===== src/rtl/ksa_pipe_if.sv =====
// Operand/result handshake bundle for the pipelined Kogge-Stone add/subtract unit.
// master = producer+consumer side, slave = the arithmetic unit.
interface ksa_pipe_if #(
   parameter int N = 32
);
   logic         in_valid;
   logic         in_ready;
   logic [N-1:0] a;
   logic [N-1:0] b;
   logic         cin;
   logic         sub;
   logic         out_valid;
   logic         out_ready;
   logic [N-1:0] sum;
   logic         cout;
   logic         ovf;
   logic         zero;

   modport master (
      output in_valid, a, b, cin, sub, out_ready,
      input  in_ready, out_valid, sum, cout, ovf, zero
   );

   modport slave (
      input  in_valid, a, b, cin, sub, out_ready,
      output in_ready, out_valid, sum, cout, ovf, zero
   );
endinterface


===== src/rtl/ksa_pipe.sv =====
// Pipelined Kogge-Stone add/subtract with carry-in, flags and a global-stall handshake.
// A register bank follows every LEVELS_PER_STAGE prefix levels and always the last one.
module ksa_pipe #(
   parameter int N                = 32,
   parameter int LEVELS_PER_STAGE = 2
) (
   input  logic       clk,
   input  logic       rst,
   ksa_pipe_if.slave  bus
);
   localparam int L = $clog2(N);
   localparam int D = (L + LEVELS_PER_STAGE - 1) / LEVELS_PER_STAGE;

   logic         advance;
   logic [N-1:0] b_x;
   logic [N-1:0] g_raw;
   logic [N-1:0] g0;
   logic [N-1:0] p0;
   logic         c0;

   logic [N-1:0] g_in  [1:L];
   logic [N-1:0] p_in  [1:L];
   logic [N-1:0] g_out [1:L];
   logic [N-1:0] p_out [1:L];

   logic [N-1:0] g_bank     [0:D-1];
   logic [N-1:0] p_bank     [0:D-1];
   logic [N-1:0] porig_bank [0:D-1];
   logic         c0_bank    [0:D-1];
   logic         valid_bank [0:D-1];

   logic [N-1:0] g_final;
   logic [N-1:0] carry;
   logic [N-1:0] sum_int;

   // The whole pipe moves as one; a held result freezes every stage.
   assign advance      = !valid_bank[D-1] | bus.out_ready;
   assign bus.in_ready = advance;

   assign b_x   = bus.b ^ {N{bus.sub}};
   assign c0    = bus.sub | bus.cin;
   assign p0    = bus.a ^ b_x;
   assign g_raw = bus.a & b_x;
   // Carry-in becomes part of the bit-0 generate so the prefix tree needs no extra column.
   assign g0    = {g_raw[N-1:1], g_raw[0] | (p0[0] & c0)};

   generate
      for (genvar gi = 1; gi <= L; gi++) begin : g_level
         localparam int DIST = 1 << (gi - 1);

         if (gi == 1) begin : g_src_comb0
            assign g_in[gi] = g0;
            assign p_in[gi] = p0;
         end else if (((gi - 1) % LEVELS_PER_STAGE) == 0) begin : g_src_bank
            assign g_in[gi] = g_bank[(gi - 1) / LEVELS_PER_STAGE - 1];
            assign p_in[gi] = p_bank[(gi - 1) / LEVELS_PER_STAGE - 1];
         end else begin : g_src_prev
            assign g_in[gi] = g_out[gi - 1];
            assign p_in[gi] = p_out[gi - 1];
         end

         assign g_out[gi][DIST-1:0] = g_in[gi][DIST-1:0];
         assign p_out[gi][DIST-1:0] = p_in[gi][DIST-1:0];
         assign g_out[gi][N-1:DIST] = g_in[gi][N-1:DIST]
                                    | (p_in[gi][N-1:DIST] & g_in[gi][N-1-DIST:0]);
         assign p_out[gi][N-1:DIST] = p_in[gi][N-1:DIST] & p_in[gi][N-1-DIST:0];
      end

      for (genvar gi = 0; gi < D; gi++) begin : g_stage
         localparam int LV = ((gi + 1) * LEVELS_PER_STAGE > L) ? L : (gi + 1) * LEVELS_PER_STAGE;

         logic [N-1:0] g_reg;
         logic [N-1:0] p_reg;
         logic [N-1:0] porig_reg;
         logic         c0_reg;
         logic         valid_reg;
         logic [N-1:0] porig_next;
         logic         c0_next;
         logic         valid_next;

         if (gi == 0) begin : g_first
            assign porig_next = p0;
            assign c0_next    = c0;
            assign valid_next = bus.in_valid;
         end else begin : g_chain
            assign porig_next = porig_bank[gi - 1];
            assign c0_next    = c0_bank[gi - 1];
            assign valid_next = valid_bank[gi - 1];
         end

         always_ff @(posedge clk or posedge rst) begin
            if (rst) begin
               g_reg     <= '0;
               p_reg     <= '0;
               porig_reg <= '0;
               c0_reg    <= 1'b0;
               valid_reg <= 1'b0;
            end else if (advance) begin
               g_reg     <= g_out[LV];
               p_reg     <= p_out[LV];
               porig_reg <= porig_next;
               c0_reg    <= c0_next;
               valid_reg <= valid_next;
            end
         end

         assign g_bank[gi]     = g_reg;
         assign p_bank[gi]     = p_reg;
         assign porig_bank[gi] = porig_reg;
         assign c0_bank[gi]    = c0_reg;
         assign valid_bank[gi] = valid_reg;
      end
   endgenerate

   assign g_final = g_bank[D-1];
   assign carry   = {g_final[N-2:0], c0_bank[D-1]};
   assign sum_int = porig_bank[D-1] ^ carry;

   assign bus.out_valid = valid_bank[D-1];
   assign bus.sum       = sum_int;
   assign bus.cout      = g_final[N-1];
   assign bus.ovf       = carry[N-1] ^ g_final[N-1];
   assign bus.zero      = ~|sum_int;
endmodule

===== src/flat_wrapper.sv =====
// flat-port wrapper written by rule: the top's interface ports become plain ports
module ksa_pipe_flat 
#(
   parameter int N                = 32,
   parameter int LEVELS_PER_STAGE = 2
)
  (clk, rst, bus_in_valid, bus_a, bus_b, bus_cin, bus_sub, bus_out_ready, bus_in_ready, bus_out_valid, bus_sum, bus_cout, bus_ovf, bus_zero);
  ksa_pipe_if #(.N(N)) bus_i ();
  input  logic clk;
  input  logic rst;
  input wire logic [$bits(bus_i.in_valid)-1:0] bus_in_valid;
  input wire logic [$bits(bus_i.a)-1:0] bus_a;
  input wire logic [$bits(bus_i.b)-1:0] bus_b;
  input wire logic [$bits(bus_i.cin)-1:0] bus_cin;
  input wire logic [$bits(bus_i.sub)-1:0] bus_sub;
  input wire logic [$bits(bus_i.out_ready)-1:0] bus_out_ready;
  output wire logic [$bits(bus_i.in_ready)-1:0] bus_in_ready;
  output wire logic [$bits(bus_i.out_valid)-1:0] bus_out_valid;
  output wire logic [$bits(bus_i.sum)-1:0] bus_sum;
  output wire logic [$bits(bus_i.cout)-1:0] bus_cout;
  output wire logic [$bits(bus_i.ovf)-1:0] bus_ovf;
  output wire logic [$bits(bus_i.zero)-1:0] bus_zero;
  assign bus_i.in_valid = bus_in_valid;
  assign bus_i.a = bus_a;
  assign bus_i.b = bus_b;
  assign bus_i.cin = bus_cin;
  assign bus_i.sub = bus_sub;
  assign bus_i.out_ready = bus_out_ready;
  assign bus_in_ready = bus_i.in_ready;
  assign bus_out_valid = bus_i.out_valid;
  assign bus_sum = bus_i.sum;
  assign bus_cout = bus_i.cout;
  assign bus_ovf = bus_i.ovf;
  assign bus_zero = bus_i.zero;
  ksa_pipe #(.N(N), .LEVELS_PER_STAGE(LEVELS_PER_STAGE)) u_core (.clk(clk), .rst(rst), .bus(bus_i));
endmodule

===== config.mk =====
export PLATFORM = sky130hd
export DESIGN_NAME = ksa_pipe_flat
export DESIGN_NICKNAME = d
export VERILOG_FILES = /design/src/rtl/ksa_pipe_if.sv /design/src/rtl/ksa_pipe.sv /design/src/flat_wrapper.sv
export SDC_FILE = /design/constraint.sdc
export NUM_CORES = 1
export LEC_CHECK = 0
export BUFFER_PORTS_ARGS = -buffer_cell sky130_fd_sc_hd__buf_4
export CORE_MARGIN = 2
export CORE_UTILIZATION = 45
export CTS_CLUSTER_DIAMETER = 30
export DETAILED_ROUTE_END_ITERATION = 12
export GPL_ROUTABILITY_DRIVEN = 0
export PLACE_DENSITY_LB_ADDON = 0.05
export SYNTH_ARGS = -nofsm -noshare
export SYNTH_HDL_FRONTEND = slang
export SYNTH_SLANG_ARGS = --single-unit

===== constraint.sdc =====
create_clock -name clk -period 10.6 [get_ports clk]
set_clock_uncertainty 0.05 [all_clocks]
set_input_delay 2.12 -clock clk [delete_from_list [all_inputs] [get_ports clk]]
set_output_delay 2.12 -clock clk [all_outputs]
set_load 0.05 [all_outputs]

* After elaboration in Yosys (flattened, before gate mapping) *
Index checks and enable logic that the tools add are counted.

cells by class
  bitwise gates (word level) = 23
  reductions and logical operators = 3

operators by type and width
  operator             count
  bitwise XOR 32 bit   3
  bitwise AND 31 bit   2
  bitwise AND 30 bit   2
  bitwise AND 28 bit   2
  bitwise AND 24 bit   2
  bitwise AND 32 bit   1
  OR reduction 32 bit  1
  bitwise OR 31 bit    1
  bitwise OR 30 bit    1
  bitwise OR 28 bit    1
  bitwise OR 24 bit    1
  bitwise AND 16 bit   1
  bitwise OR 16 bit    1
  bitwise OR 1 bit     3
  logical NOT 1 bit    2
  bitwise AND 1 bit    1
  bitwise XOR 1 bit    1

word-level totals
  flip-flop bits (word level) = 262
  bits of input ports = 70
  output and inout port bits = 37
  logic and storage cells = 40

* Depth between registers and ports, before layout *
  depth in word-level cells = 8
  mapped depth = 8
  depth with buffers taken out = 6

* Worst setup path after synthesis *
OpenSTA, ideal clock, no wires.

  path type = input -> output
  start = in bus_out_ready
  end = out bus_in_ready
  data arrival time = 2774 ps
  data required time = 8430 ps
  slack = 5656 ps
  cell stages on the path = 5
  path buffers = 3
  path through = nor2b_4 > buf_6 > inv_4 > buf_6 > buf_2

between the ends
  cells in the longest elaborated chain, start to end = 1

RTL lines
  element           line                RTL
  start, declared   flat_wrapper.sv:16  input wire logic [$bits(bus_i.out_ready)-1:0] bus_out_ready;
  bitwise OR 1 bit  ksa_pipe.sv:37      assign advance = !valid_bank[D-1] | bus.out_ready;
  end, declared     flat_wrapper.sv:17  output wire logic [$bits(bus_i.in_ready)-1:0] bus_in_ready;

No other way between the ends.

* Worst setup path in the final report *
Ends and elaborated chain as after synthesis.

==> results.rst <==
.. list-table::
   :header-rows: 1

   * - Metric
     - Value
   * - Nature of the critical path startpoint
     - primary input
   * - Class of the most critical setup path
     - in -> out
   * - Clock Pin Slew Worst Setup and Hold Paths
     - 0.04 ns
   * - Antenna Diode Count
     - 0
   * - Post-route antenna net violation count
     - 0
   * - Chip Height
     - 161 um
   * - Syn Area/Cell
     - 8.99 um^2
   * - Routed wirelength normalized by instance count
     - 16.6 um
   * - Port Buf Inserts
     - 106
   * - Area leader, netlist
     - dfrtp_1
   * - Dominant cells by area after synthesis
     - dfrtp_1 (55%), nand2_1 (15%), xor2_1 (5.2%)
   * - Top_reg_cell synth
     - dfrtp_1
   * - Post-Syn Area
     - 0.0110 mm^2
   * - Period minus WS final
     - 4.99 ns
   * - Top fanout value on the critical path
     - 39
   * - Leakage Power
     - 6.69 nW
   * - Initial antenna violation count
     - 0
   * - FMAX
     - 200 MHz
   * - Cell variety after synth
     - 31
   * - Flip-flop count of the largest register, all copies and words added
     - 96
   * - First-pass GRT wire length
     - 46000 um
   * - DP Cell Count
     - 1608
   * - Share of the yosys chip area belonging to registers
     - 0.548
   * - # DRC
     - 0
   * - Worst path cell trace
     - buf_4 -> nor2b_4 -> inv_6 -> buf_4
   * - Maximum level of the CTS H-tree
     - 2
   * - Area of the core
     - 0.0242 mm^2
   * - Fraction of final layout cells sized beyond drive strength 1
     - 0.150
   * - FFs w/ async S/R, synth
     - 1.00
   * - Library cell used as clock root buffer
     - clkbuf_16
   * - Path category of the worst min-delay check
     - reg -> reg
   * - Initial standard-cell utilization of the core
     - 0.457
   * - Number of synthesis warnings
     - 0
   * - Arrival time of the worst setup path
     - 2.82 ns
   * - Number of pins with negative max-slew slack in the final report
     - 0
   * - Slowest cell on the critical path
     - buf_4
   * - Worst-case clock buffer depth
     - 3
   * - Total global routing overflow
     - 0
   * - Most prevalent standard cell on the critical path
     - buf_4
   * - Fraction of synthesized cell area taken by the top area cell type
     - 0.548
   * - Total count of hold-check failures in the final report
     - 0
   * - MaxCap Viol Count
     - 0
   * - Total routing usage reported by global routing
     - 0.226
   * - Setup repair after global routing missed its margin
     - no
   * - Hold Crit Start
     - u_core.g_stage[1].porig_reg[22]$_DFFE_PP0P_
   * - Element type at the critical path end
     - output pin
   * - Latest clock arrival within the worst-skew pair
     - 0.54 ns
   * - CTS tree
     - done
   * - Final worst path period share
     - 0.471
   * - Num Clock Sinks
     - 242
   * - Num CTS Buffers
     - 52
   * - Width of the die
     - 161 um
   * - Slew at the pin with the worst max-slew slack
     - 1.13 ns
   * - Final Setup Violations
     - 0
   * - Start of the worst register-to-register path
     - u_core.bus.out_valid$_DFFE_PP0P_
   * - Total number of placement rows
     - 57
   * - Pin count of the biggest net entering global routing
     - 167
   * - Number of inserted filler cells in the final layout
     - 2223
   * - Run status
     - completed
   * - Half-perimeter wire length after detailed placement
     - 19600 um
   * - Worst slew margin
     - 0.249
   * - Total power per unit cell area
     - 334 mW/mm^2
   * - Number of standard cells in the final layout excluding fillers
     - 1705
   * - Overall via count from detail_route
     - 8663
   * - Critical Path Source
     - bus_out_ready
   * - Pre-Repair DR Iteration Count
     - 4
   * - Final net count
     - 1440
   * - Worst IR Drop VDD
     - 0.272 mV
   * - Vias per std cell
     - 5.08
   * - Synthesis-to-finish area growth
     - 25.1%
   * - Via count of the first global-routing pass
     - 8396
   * - Number of gates resized after CTS
     - 0
   * - Most common library cell in the layout ignoring fill and taps
     - nand2_1
   * - Leading cell types in the layout, fill and taps excluded
     - nand2_1 (445), dfrtp_1 (242), buf_4 (111), a21oi_1 (93), nor2_1 (84)
   * - Delay contributed by the slowest stage of the critical path
     - 0.24 ns
   * - Synthesized flop and latch total
     - 242
   * - WP data required
     - 8.43 ns
   * - Number of flops mapped to enable cells by yosys
     - 0
   * - Mapped Cells
     - 1228
   * - Post-synthesis net count
     - 1330
   * - Post CTS Setup Buffer Count
     - 0
   * - Total wire length
     - 28300 um
   * - Number of DRC violations after detailed-routing iteration 0
     - 548
   * - Total Die Area
     - 0.0258 mm^2
   * - Boundary Pins
     - 107
   * - Total Negative Setup Slacks
     - 0 ns
   * - Hold bufs inserted after CTS
     - 0
   * - Post-route total power
     - 4.61 mW
==> report_power, final <==
part / switching, mW / internal (mW) / leakage [nW] / total [mW]
clock network: 0.503 / 1.10 / 0.879 / 1.60
registers: 0.277 / 1.25 / 2.97 / 1.53
logic: 1.03 / 0.455 / 2.84 / 1.49
==> worst max-delay path, delay by kind of cell <==
family                 cells  cell delay [ns]
and+or+nand+nor            1             0.18
buffers and inverters      3             0.49
==> worst paths after layout <==
path                                                               end  slack (ns)  depth (start not counted)
max reg2reg                     u_core.g_stage[0].g_reg[3]$_DFFE_PP0P_        7.44                          7
min                        u_core.g_stage[1].porig_reg[22]$_DFFE_PP0P_        0.41                          2
max                                                       bus_in_ready        5.61                          4
min reg2reg                u_core.g_stage[1].porig_reg[22]$_DFFE_PP0P_        0.41                          2
max in group asynchronous      u_core.g_stage[1].g_reg[15]$_DFFE_PP0P_        7.36                          3
min in group asynchronous         u_core.g_stage[2].c0_reg$_DFFE_PP0P_        1.64                          2
==> cells by family after synthesis <==
group / synth area share
mux: 0.00136
buf+inv: 0.0297
simple gates: 0.214
fa+ha+maj: 0.0363
xor+xnor: 0.0516
compound gates: 0.119
flops: 0.548
==> final cells by class <==
| type | count | area [um^2] | area share |
|---|---|---|---|
| Sequential cell | 242 | 6060 | 0.438 |
| Clock inverter | 23 | 236 | 0.0171 |
| Timing Repair Buffer | 112 | 853 | 0.0618 |
| Multi-Input combinational cell | 922 | 4660 | 0.337 |
| Tap cell | 324 | 405 | 0.0293 |
| Inverter | 8 | 42.5 | 0.00308 |
| Clock buffer | 74 | 1570 | 0.113 |
==> synth_stat cells (2+ instances only) <==
master / number
xor2_1: 65
o21a_1: 20
nand2_1: 445
a21oi_1: 93
o31ai_1: 14
dfrtp_1: 242
nor4_1: 8
inv_1: 7
buf_4: 2
nor2_1: 84
o211ai_1: 16
clkbuf_1: 2
nor3_1: 2
a21o_1: 5
or3_1: 4
nor2b_1: 22
ha_1: 32
o21ai_0: 78
nand4_1: 7
a31oi_1: 4
buf_2: 50
buf_6: 2
nand3_1: 16
==> per-layer routing <==
layer  wire (um)  part of all wire  up-vias  GRT usage
li1            -                 -     4290          -
met1       14300              0.51     4136      0.349
met2       12200              0.43      208      0.332
met3        1360             0.048       29     0.0377
met4         376             0.013        0     0.0545
met5           0                 0        -          0
==> metrics by stage <==
step	hold slack [ns]	utilization	setup slack, ns	cell area (um^2)
3_3_place_gp	0.399	0.497	5.61	12000
5_1_grt	0.428	0.572	5.59	13800
4_1_cts	0.414	0.572	5.61	13800
6_report	0.411	0.572	5.61	13800
3_5_place_dp	0.405	0.497	5.61	12000
2_1_floorplan	0.380	-	1.79	11000
Power figures use the tool's default switching activity.
